## src/rtl/fracdiv_scheduler_if.sv

```systemverilog
// Configuration handshake bundle for the fractional divider scheduler.
// The master offers {int,num,den}; the slave accepts when ready.
interface fracdiv_scheduler_if #(
  parameter int INT_W  = 4,
  parameter int FRAC_W = 11
);
  logic              cfg_valid;
  logic              cfg_ready;
  logic [INT_W-1:0]  cfg_int;
  logic [FRAC_W-1:0] cfg_num;
  logic [FRAC_W-1:0] cfg_den;

  modport master (
    output cfg_valid, cfg_int, cfg_num, cfg_den,
    input  cfg_ready
  );

  modport slave (
    input  cfg_valid, cfg_int, cfg_num, cfg_den,
    output cfg_ready
  );
endinterface

```

## src/rtl/fracdiv_scheduler.sv

```systemverilog
// Dual-modulus N / N+1 period scheduler driven by a first-order accumulator.
// New configurations are held pending and swapped in only at superframe ends.
module fracdiv_scheduler #(
  parameter int INT_W  = 4,
  parameter int FRAC_W = 11
) (
  input  logic                clk,
  input  logic                rst_n,
  fracdiv_scheduler_if.slave  cfg,
  input  logic                en,
  output logic                div_pulse,
  output logic                mod_sel,
  output logic                sf_done,
  output logic                busy,
  output logic                cfg_err
);

  localparam int PH_W  = INT_W + 1;
  localparam int ACC_W = FRAC_W + 1;

  typedef enum logic {
    IDLE = 1'b0,
    RUN  = 1'b1
  } state_t;

  state_t            state_q, state_d;
  logic [INT_W-1:0]  cur_int_q, cur_int_d;
  logic [FRAC_W-1:0] cur_num_q, cur_num_d;
  logic [FRAC_W-1:0] cur_den_q, cur_den_d;
  logic [INT_W-1:0]  pend_int_q, pend_int_d;
  logic [FRAC_W-1:0] pend_num_q, pend_num_d;
  logic [FRAC_W-1:0] pend_den_q, pend_den_d;
  logic              loaded_q, loaded_d;
  logic              pend_v_q, pend_v_d;
  logic              long_q, long_d;
  logic              err_q, err_d;
  logic [ACC_W-1:0]  acc_q, acc_d;
  logic [PH_W-1:0]   ph_q, ph_d;
  logic [PH_W-1:0]   len_q, len_d;
  logic [FRAC_W-1:0] pc_q, pc_d;

  logic [ACC_W-1:0]  sum;
  logic [PH_W-1:0]   len_now;
  logic              long_now;
  logic              xfer;
  logic              legal;
  logic              period_end;
  logic              sf_end;

  assign cfg.cfg_ready = !pend_v_q;
  assign busy          = (state_q == RUN);
  assign cfg_err       = err_q;

  // Handshake capture, period decision and state sequencing.
  always_comb begin
    state_d    = state_q;
    cur_int_d  = cur_int_q;
    cur_num_d  = cur_num_q;
    cur_den_d  = cur_den_q;
    pend_int_d = pend_int_q;
    pend_num_d = pend_num_q;
    pend_den_d = pend_den_q;
    loaded_d   = loaded_q;
    pend_v_d   = pend_v_q;
    long_d     = long_q;
    acc_d      = acc_q;
    ph_d       = ph_q;
    len_d      = len_q;
    pc_d       = pc_q;
    div_pulse  = 1'b0;
    mod_sel    = 1'b0;
    sf_done    = 1'b0;

    xfer  = cfg.cfg_valid && !pend_v_q;
    legal = (cfg.cfg_int >= INT_W'(2))
         && (cfg.cfg_den != '0)
         && (cfg.cfg_num < cfg.cfg_den);
    err_d = xfer && !legal;

    sum      = acc_q + ACC_W'(cur_num_q);
    long_now = (sum >= ACC_W'(cur_den_q));
    len_now  = (ph_q == '0)
             ? PH_W'(cur_int_q) + PH_W'(long_now)
             : len_q;
    // len_now >= 2, so a period can never end in its first cycle.
    period_end = (state_q == RUN)
              && (ph_q == len_now - PH_W'(1));
    sf_end     = period_end
              && (pc_q == cur_den_q - FRAC_W'(1));

    if (xfer && legal) begin
      pend_int_d = cfg.cfg_int;
      pend_num_d = cfg.cfg_num;
      pend_den_d = cfg.cfg_den;
      pend_v_d   = 1'b1;
    end

    unique case (state_q)
      IDLE: begin
        acc_d  = '0;
        ph_d   = '0;
        pc_d   = '0;
        long_d = 1'b0;
        if (pend_v_q) begin
          cur_int_d = pend_int_q;
          cur_num_d = pend_num_q;
          cur_den_d = pend_den_q;
          pend_v_d  = 1'b0;
          loaded_d  = 1'b1;
        end
        if (en && (loaded_q || pend_v_q)) begin
          state_d = RUN;
        end
      end
      RUN: begin
        mod_sel = (ph_q == '0) ? long_now : long_q;
        ph_d    = ph_q + PH_W'(1);
        if (ph_q == '0) begin
          len_d  = len_now;
          long_d = long_now;
          acc_d  = long_now ? sum - ACC_W'(cur_den_q) : sum;
        end
        if (period_end) begin
          div_pulse = 1'b1;
          ph_d      = '0;
          pc_d      = pc_q + FRAC_W'(1);
          if (sf_end) begin
            sf_done = 1'b1;
            pc_d    = '0;
            if (pend_v_q) begin
              cur_int_d = pend_int_q;
              cur_num_d = pend_num_q;
              cur_den_d = pend_den_q;
              pend_v_d  = 1'b0;
            end
          end
          if (!en) begin
            state_d = IDLE;
            acc_d   = '0;
            pc_d    = '0;
          end
        end
      end
      default: state_d = IDLE;
    endcase
  end

  // State register with asynchronous clear.
  always_ff @(posedge clk or negedge rst_n) begin
    if (!rst_n) begin
      state_q    <= IDLE;
      cur_int_q  <= '0;
      cur_num_q  <= '0;
      cur_den_q  <= '0;
      pend_int_q <= '0;
      pend_num_q <= '0;
      pend_den_q <= '0;
      loaded_q   <= 1'b0;
      pend_v_q   <= 1'b0;
      long_q     <= 1'b0;
      err_q      <= 1'b0;
      acc_q      <= '0;
      ph_q       <= '0;
      len_q      <= '0;
      pc_q       <= '0;
    end else begin
      state_q    <= state_d;
      cur_int_q  <= cur_int_d;
      cur_num_q  <= cur_num_d;
      cur_den_q  <= cur_den_d;
      pend_int_q <= pend_int_d;
      pend_num_q <= pend_num_d;
      pend_den_q <= pend_den_d;
      loaded_q   <= loaded_d;
      pend_v_q   <= pend_v_d;
      long_q     <= long_d;
      err_q      <= err_d;
      acc_q      <= acc_d;
      ph_q       <= ph_d;
      len_q      <= len_d;
      pc_q       <= pc_d;
    end
  end

endmodule

```

## src/flat_wrapper.sv

```systemverilog
// flat-port wrapper written by rule: the top's interface ports become plain ports
module fracdiv_scheduler_flat 
#(
  parameter int INT_W  = 4,
  parameter int FRAC_W = 11
)
  (clk, rst_n, en, div_pulse, mod_sel, sf_done, busy, cfg_err, cfg_cfg_valid, cfg_cfg_int, cfg_cfg_num, cfg_cfg_den, cfg_cfg_ready);
  fracdiv_scheduler_if #(.INT_W(INT_W), .FRAC_W(FRAC_W)) cfg_i ();
  input  logic clk;
  input  logic rst_n;
  input  logic en;
  output logic div_pulse;
  output logic mod_sel;
  output logic sf_done;
  output logic busy;
  output logic cfg_err;
  input wire logic [$bits(cfg_i.cfg_valid)-1:0] cfg_cfg_valid;
  input wire logic [$bits(cfg_i.cfg_int)-1:0] cfg_cfg_int;
  input wire logic [$bits(cfg_i.cfg_num)-1:0] cfg_cfg_num;
  input wire logic [$bits(cfg_i.cfg_den)-1:0] cfg_cfg_den;
  output wire logic [$bits(cfg_i.cfg_ready)-1:0] cfg_cfg_ready;
  assign cfg_i.cfg_valid = cfg_cfg_valid;
  assign cfg_i.cfg_int = cfg_cfg_int;
  assign cfg_i.cfg_num = cfg_cfg_num;
  assign cfg_i.cfg_den = cfg_cfg_den;
  assign cfg_cfg_ready = cfg_i.cfg_ready;
  fracdiv_scheduler #(.INT_W(INT_W), .FRAC_W(FRAC_W)) u_core (.clk(clk), .rst_n(rst_n), .cfg(cfg_i), .en(en), .div_pulse(div_pulse), .mod_sel(mod_sel), .sf_done(sf_done), .busy(busy), .cfg_err(cfg_err));
endmodule
```

## config.mk

```make
export PLATFORM = sky130hd
export DESIGN_NAME = fracdiv_scheduler_flat
export DESIGN_NICKNAME = d
export VERILOG_FILES = /design/src/rtl/fracdiv_scheduler_if.sv /design/src/rtl/fracdiv_scheduler.sv /design/src/flat_wrapper.sv
export SDC_FILE = /design/constraint.sdc
export NUM_CORES = 1
export LEC_CHECK = 0
export CAP_MARGIN = 20
export CORE_AREA = 3 3 131 133
export CTS_CLUSTER_DIAMETER = 200
export CTS_CLUSTER_SIZE = 12
export DETAILED_ROUTE_END_ITERATION = 8
export DIE_AREA = 0 0 134 136
export PLACE_DENSITY_LB_ADDON = 0.3
export SYNTH_ARGS = -nofsm -noshare
export SYNTH_HDL_FRONTEND = slang
export SYNTH_SLANG_ARGS = --single-unit
```

## constraint.sdc

```tcl
create_clock -name clk -period 15.45 [get_ports clk]
set_input_delay 3.8625 -clock clk [delete_from_list [all_inputs] [get_ports clk]]
set_output_delay 3.8625 -clock clk [all_outputs]
set_load 0.005 [all_outputs]
```

==> impl_summary.txt <==
----------------------------------------------------
[Run status]
  Status ... finished, final reports clean

[Power and ir drop]
  Worst ir drop on vdd ... 0.0815 mV
  Leakage component of the power ... 2.93 nW
  Power density of the placed cells ... 199 nW/um2

[STA]
  Finish-stage setup viols ... 0
  Setup_tns ... 0 ns
  Final Worst Setup Slack ... 5.21 ns
  Slew at the pin closest to its max-slew limit ... 1.06 ns
  Part of the cycle the worst path needs ... 66.3%
  Worst clock skew on the final layout ... 0.00786 ns
  Max-slew headroom at the worst pin ... 28.9%
  Total count of hold-check failures in the final report ... 0
  Setup repair after global routing missed its margin ... no
  Final critical delay including setup and external delays ... 10.24 ns
  Number of pins with negative max-slew slack in the final report ... 0
  Highest clock rate ... 97.6 MHz

[Detailed routing]
  Wire length per cell after detailed routing ... 18.0 um
  DRC ... 0
  Number of optimization iterations in the first detailed-route pass ... 6
  Violation count after the first detailed-route iteration ... 597
  Total detailed-routing wirelength ... 16300 um
  Post-route ant nets ... 0
  DR vias ... 5422
  Mean number of vias per cell ... 5.98

[Hold path]
  Hold Path Stages ... 1
  Startpoint of the tightest hold check path ... u_core.loaded_q
  Worst Hold End ... u_core.loaded_q
  Type of the most critical hold path ... reg -> reg

[Logic synthesis]
  Biggest area contributors in the synthesized netlist ... dfrtp_1 (35%), ha_1 (7.6%), mux2_2 (5.5%)
  Count of flip-flops with a built-in enable after synthesis ... 0
  Library cell occupying the most area in the post-synthesis netlist ... dfrtp_1
  Ys Warns ... 0
  Synthesized cell area ... 6380 um2
  Post-synth top flop ... dfrtp_1
  Count of unique library cells instantiated by Yosys ... 62
  Asr flop ratio synth ... 100%
  Synthesized netlist net count ... 740
  Sequential fraction of the synthesis area ... 35.3%
  Cells after Synth ... 669
  Average instance area after synthesis ... 9.54 um2
  Area share of the largest cell type after synthesis ... 35.3%
  Synthesized flop and latch total ... 90

[Clock tree]
  Buffers inserted during post-CTS setup optimization ... 0
  Insertion delay of the later-clocked pin in the worst-skew pair ... 0.35 ns
  Post_cts resized ... 0
  Worst-path clk slew ... 0.07 ns
  Post-cts hold buffer count ... 0
  Number of sinks driven by the clock tree ... 90
  TritonCTS clock tree ... done
  Number of buffers inserted during clock tree synthesis ... 9
  Buffers from clock root to sink, at most ... 2
  CTS root buf ... clkbuf_16
  Number of levels the H-tree was split into ... 3

[Worst setup path]
  Setup slack on the worst flop-to-flop path ... 9.22 ns
  CP top delay family ... adder cells
  Type of the worst setup path ... reg -> out
  Endpoint of the worst register-to-register path ... u_core.acc_q[4]
  Buffers and inverters on the worst path ... 3
  Crit path cell chain ... ha_1 > fa_1 > a21oi_1 > o2111ai_1 > a31o_2 > a21oi_1 > xnor2_1 > ha_1 > and3_1 > o31ai_1 > nand3_1 > mux2i_1 > inv_1 > ha_1 > ha_1 > mux2i_1 > ha_1 > xor2_1 > o21ai_0 > or4_4 > nor2_2 > buf_4 > and3_1 > clkdlybuf4s50_1
  Depth of the most critical reg-to-reg path ... 23
  WP data required ... 11.59 ns
  Worst stage delay on the critical path ... 0.55 ns
  Startpoint types ... flip-flop
  Worst path arrival time ... 6.38 ns
  Maximum net fanout on the critical path ... 28
  Slowest cell on crit path ... or4_4
  Logic depth of the worst setup path including buffers ... 24
  Crit Reg-Reg Startpoint ... u_core.acc_q[0]
  Library cell appearing most often on the critical path ... ha_1
  Kind of end point of the critical path ... output port

[Layout]
  Final antenna diode count ... 0
  Total number of nets in the final design ... 756
  Signed area change from the synthesized netlist to the final layout ... 12.5%
  Layout cells sized above 1 ... 11.3%
  Fill count ... 1476
  Util after Layout ... 45.0%
  Final cell count without fillers ... 906

[Floorplan]
  Core ar. ... 15900 um2
  Row cnt ... 46
  Starting density of the core ... 40.0%
  Die height ... 136 um
  Count of boundary I/O pins ... 36
  Width of the die ... 134 um
  Die outline area ... 18200 um2

[Global route]
  Via count of the first global-routing pass ... 5287
  Number of antenna violations at the first check in global routing ... 0
  GRT Util Overall ... 18.5%
  Maximum number of pins on one net before global-route repair ... 63
  Wire length of the first global-routing pass ... 27200 um
  Total overflow reported by the global router ... 0

[Placed design]
  Place WS ... 5.63 ns
  Placed instance count ... 890
  Half-perimeter wire length of the detailed placement result ... 11600 um
  Number of buffers inserted by port buffering ... 35
  Final estimated routing congestion in global placement ... 0.914

[Job]
  Maximum Capacitance Violations ... 0

----------------------------------------------------
==> Yosys cell counts, types with 5 or more instances <==
library cell  instances
buf_6                 5
and2_1               18
nand3_1              11
xnor2_1              31
o31a_1                8
o311ai_0             12
mux2i_1              12
a31oi_1               5
nand4_1              28
nor3_1               16
dfrtp_1              90
a21oi_1              19
o211ai_1             18
xor2_1               13
mux2_2               31
o21bai_1              6
a222oi_1             26
nor2_1               41
clkbuf_1             33
or3_1                 5
ha_1                 39
nand2_1              42
o22ai_2               9
o21ai_0              18
inv_1                44
nor4_1                6
a21o_1                7
a211oi_1             15
and3_1               12
==> cell type report <==
type | instances | area, um2 | area share [%]
Inverter | 44 | 165 | 2.30
Timing Repair Buffer | 46 | 438 | 6.10
Tap cell | 216 | 270 | 3.76
Clock buffer | 12 | 236 | 3.29
Sequential cell | 90 | 2250 | 31.4
Multi-Input combinational cell | 494 | 3790 | 52.8
Clock inverter | 4 | 28.8 | 0.401
==> through the flow <==
step                      cell area, um2  total power [mW]  hold slack [ns]
after global placement              6900              1.18            0.446
after global routing                7180              1.54            0.504
after floorplan                     6380              1.02            0.434
after detailed placement            6920              1.21            0.450
final                               7180              1.43            0.465
after CTS                           7180              1.43            0.467
==> power breakdown <==
part	total [mW]	internal [mW]	switching, mW
Sequential	0.395	0.311	0.0840
Clock	0.208	0.109	0.0986
Combinational	0.824	0.376	0.448
==> worst register-to-register path, delay by kind of cell (launching register included) <==
kind | cells | cell delay, ns
adder cells (fa/ha/maj) | 6 | 1.74
multiplexers | 2 | 0.33
flip-flops | 1 | 0.39
buffers and inverters | 2 | 0.37
AO/OA/AOI/OAI | 8 | 2.08
AND/OR/NAND/NOR | 3 | 0.89
XOR/XNOR | 2 | 0.28
==> sequential cells by signal (all words and copies together) (netlist names) <==
register           flops
u_core.long_q          1
u_core.pend_int_q      4
u_core.cur_int_q       4
u_core.busy            1
u_core.cfg_err         1
u_core.pc_q           11
u_core.cur_den_q      11
u_core.pend_den_q     11
u_core.loaded_q        1
u_core.acc_q          12
u_core.pend_num_q     11
u_core.cur_num_q      11
u_core.len_q           5
u_core.ph_q            5
u_core.pend_v_q        1
==> per-layer routing <==
| metal | up-vias | global-route usage (%) | share of wire (%) |
|---|---|---|---|
| li1 | 2562 | - | - |
| met4 | 0 | 8.29 | 3.0 |
| met1 | 2640 | 26.1 | 47 |
| met2 | 190 | 28.2 | 44 |
| met5 | - | 0 | 0 |
| met3 | 30 | 2.55 | 5.4 |
==> how the worst max path moves through the flow <==
stage                         from  endpoint  slack [ns]
2_1_floorplan  u_core.cur_num_q[0]   sf_done        5.85
3_3_place_gp   u_core.cur_num_q[0]   sf_done        5.66
3_5_place_dp       u_core.acc_q[0]   sf_done        5.63
4_1_cts            u_core.acc_q[0]   sf_done        5.20
5_1_grt            u_core.acc_q[0]   sf_done        4.70
6_report           u_core.acc_q[0]   sf_done        5.21
==> cells by family (layout without fill, tap and decap cells) <==
kind of cell | Yosys count | count (layout) | synth area share (%)
AO/OA/AOI/OAI | 164 | 164 | 20.1
XOR/XNOR | 44 | 44 | 6.04
adder cells (fa/ha/maj) | 41 | 41 | 8.27
flip-flops | 90 | 90 | 35.3
buffers and inverters | 85 | 106 | 5.63
multiplexers | 45 | 45 | 8.06
AND/OR/NAND/NOR | 200 | 200 | 16.6
==> placed cells by master (no fill, tap or decap), types with 7 or more instances in the layout <==
master	synthesis	final
ha_1	39	39
mux2i_1	12	12
a211oi_1	15	14
nor2_1	41	41
clkdlybuf4s50_1	0	34
xnor2_1	31	31
o211ai_1	18	18
xor2_1	13	13
buf_4	0	11
o31a_1	8	8
nor3_1	16	16
o21ai_0	18	18
and3_1	12	12
clkbuf_16	0	9
nand4_1	28	28
a21oi_1	19	19
a222oi_1	26	26
o311ai_0	12	12
nand2_1	42	42
and2_1	18	18
mux2_2	31	31
nand3_1	11	11
o22ai_2	9	9
inv_1	44	44
a21o_1	7	7
dfrtp_1	90	90
Power figures use the tool's default switching activity.
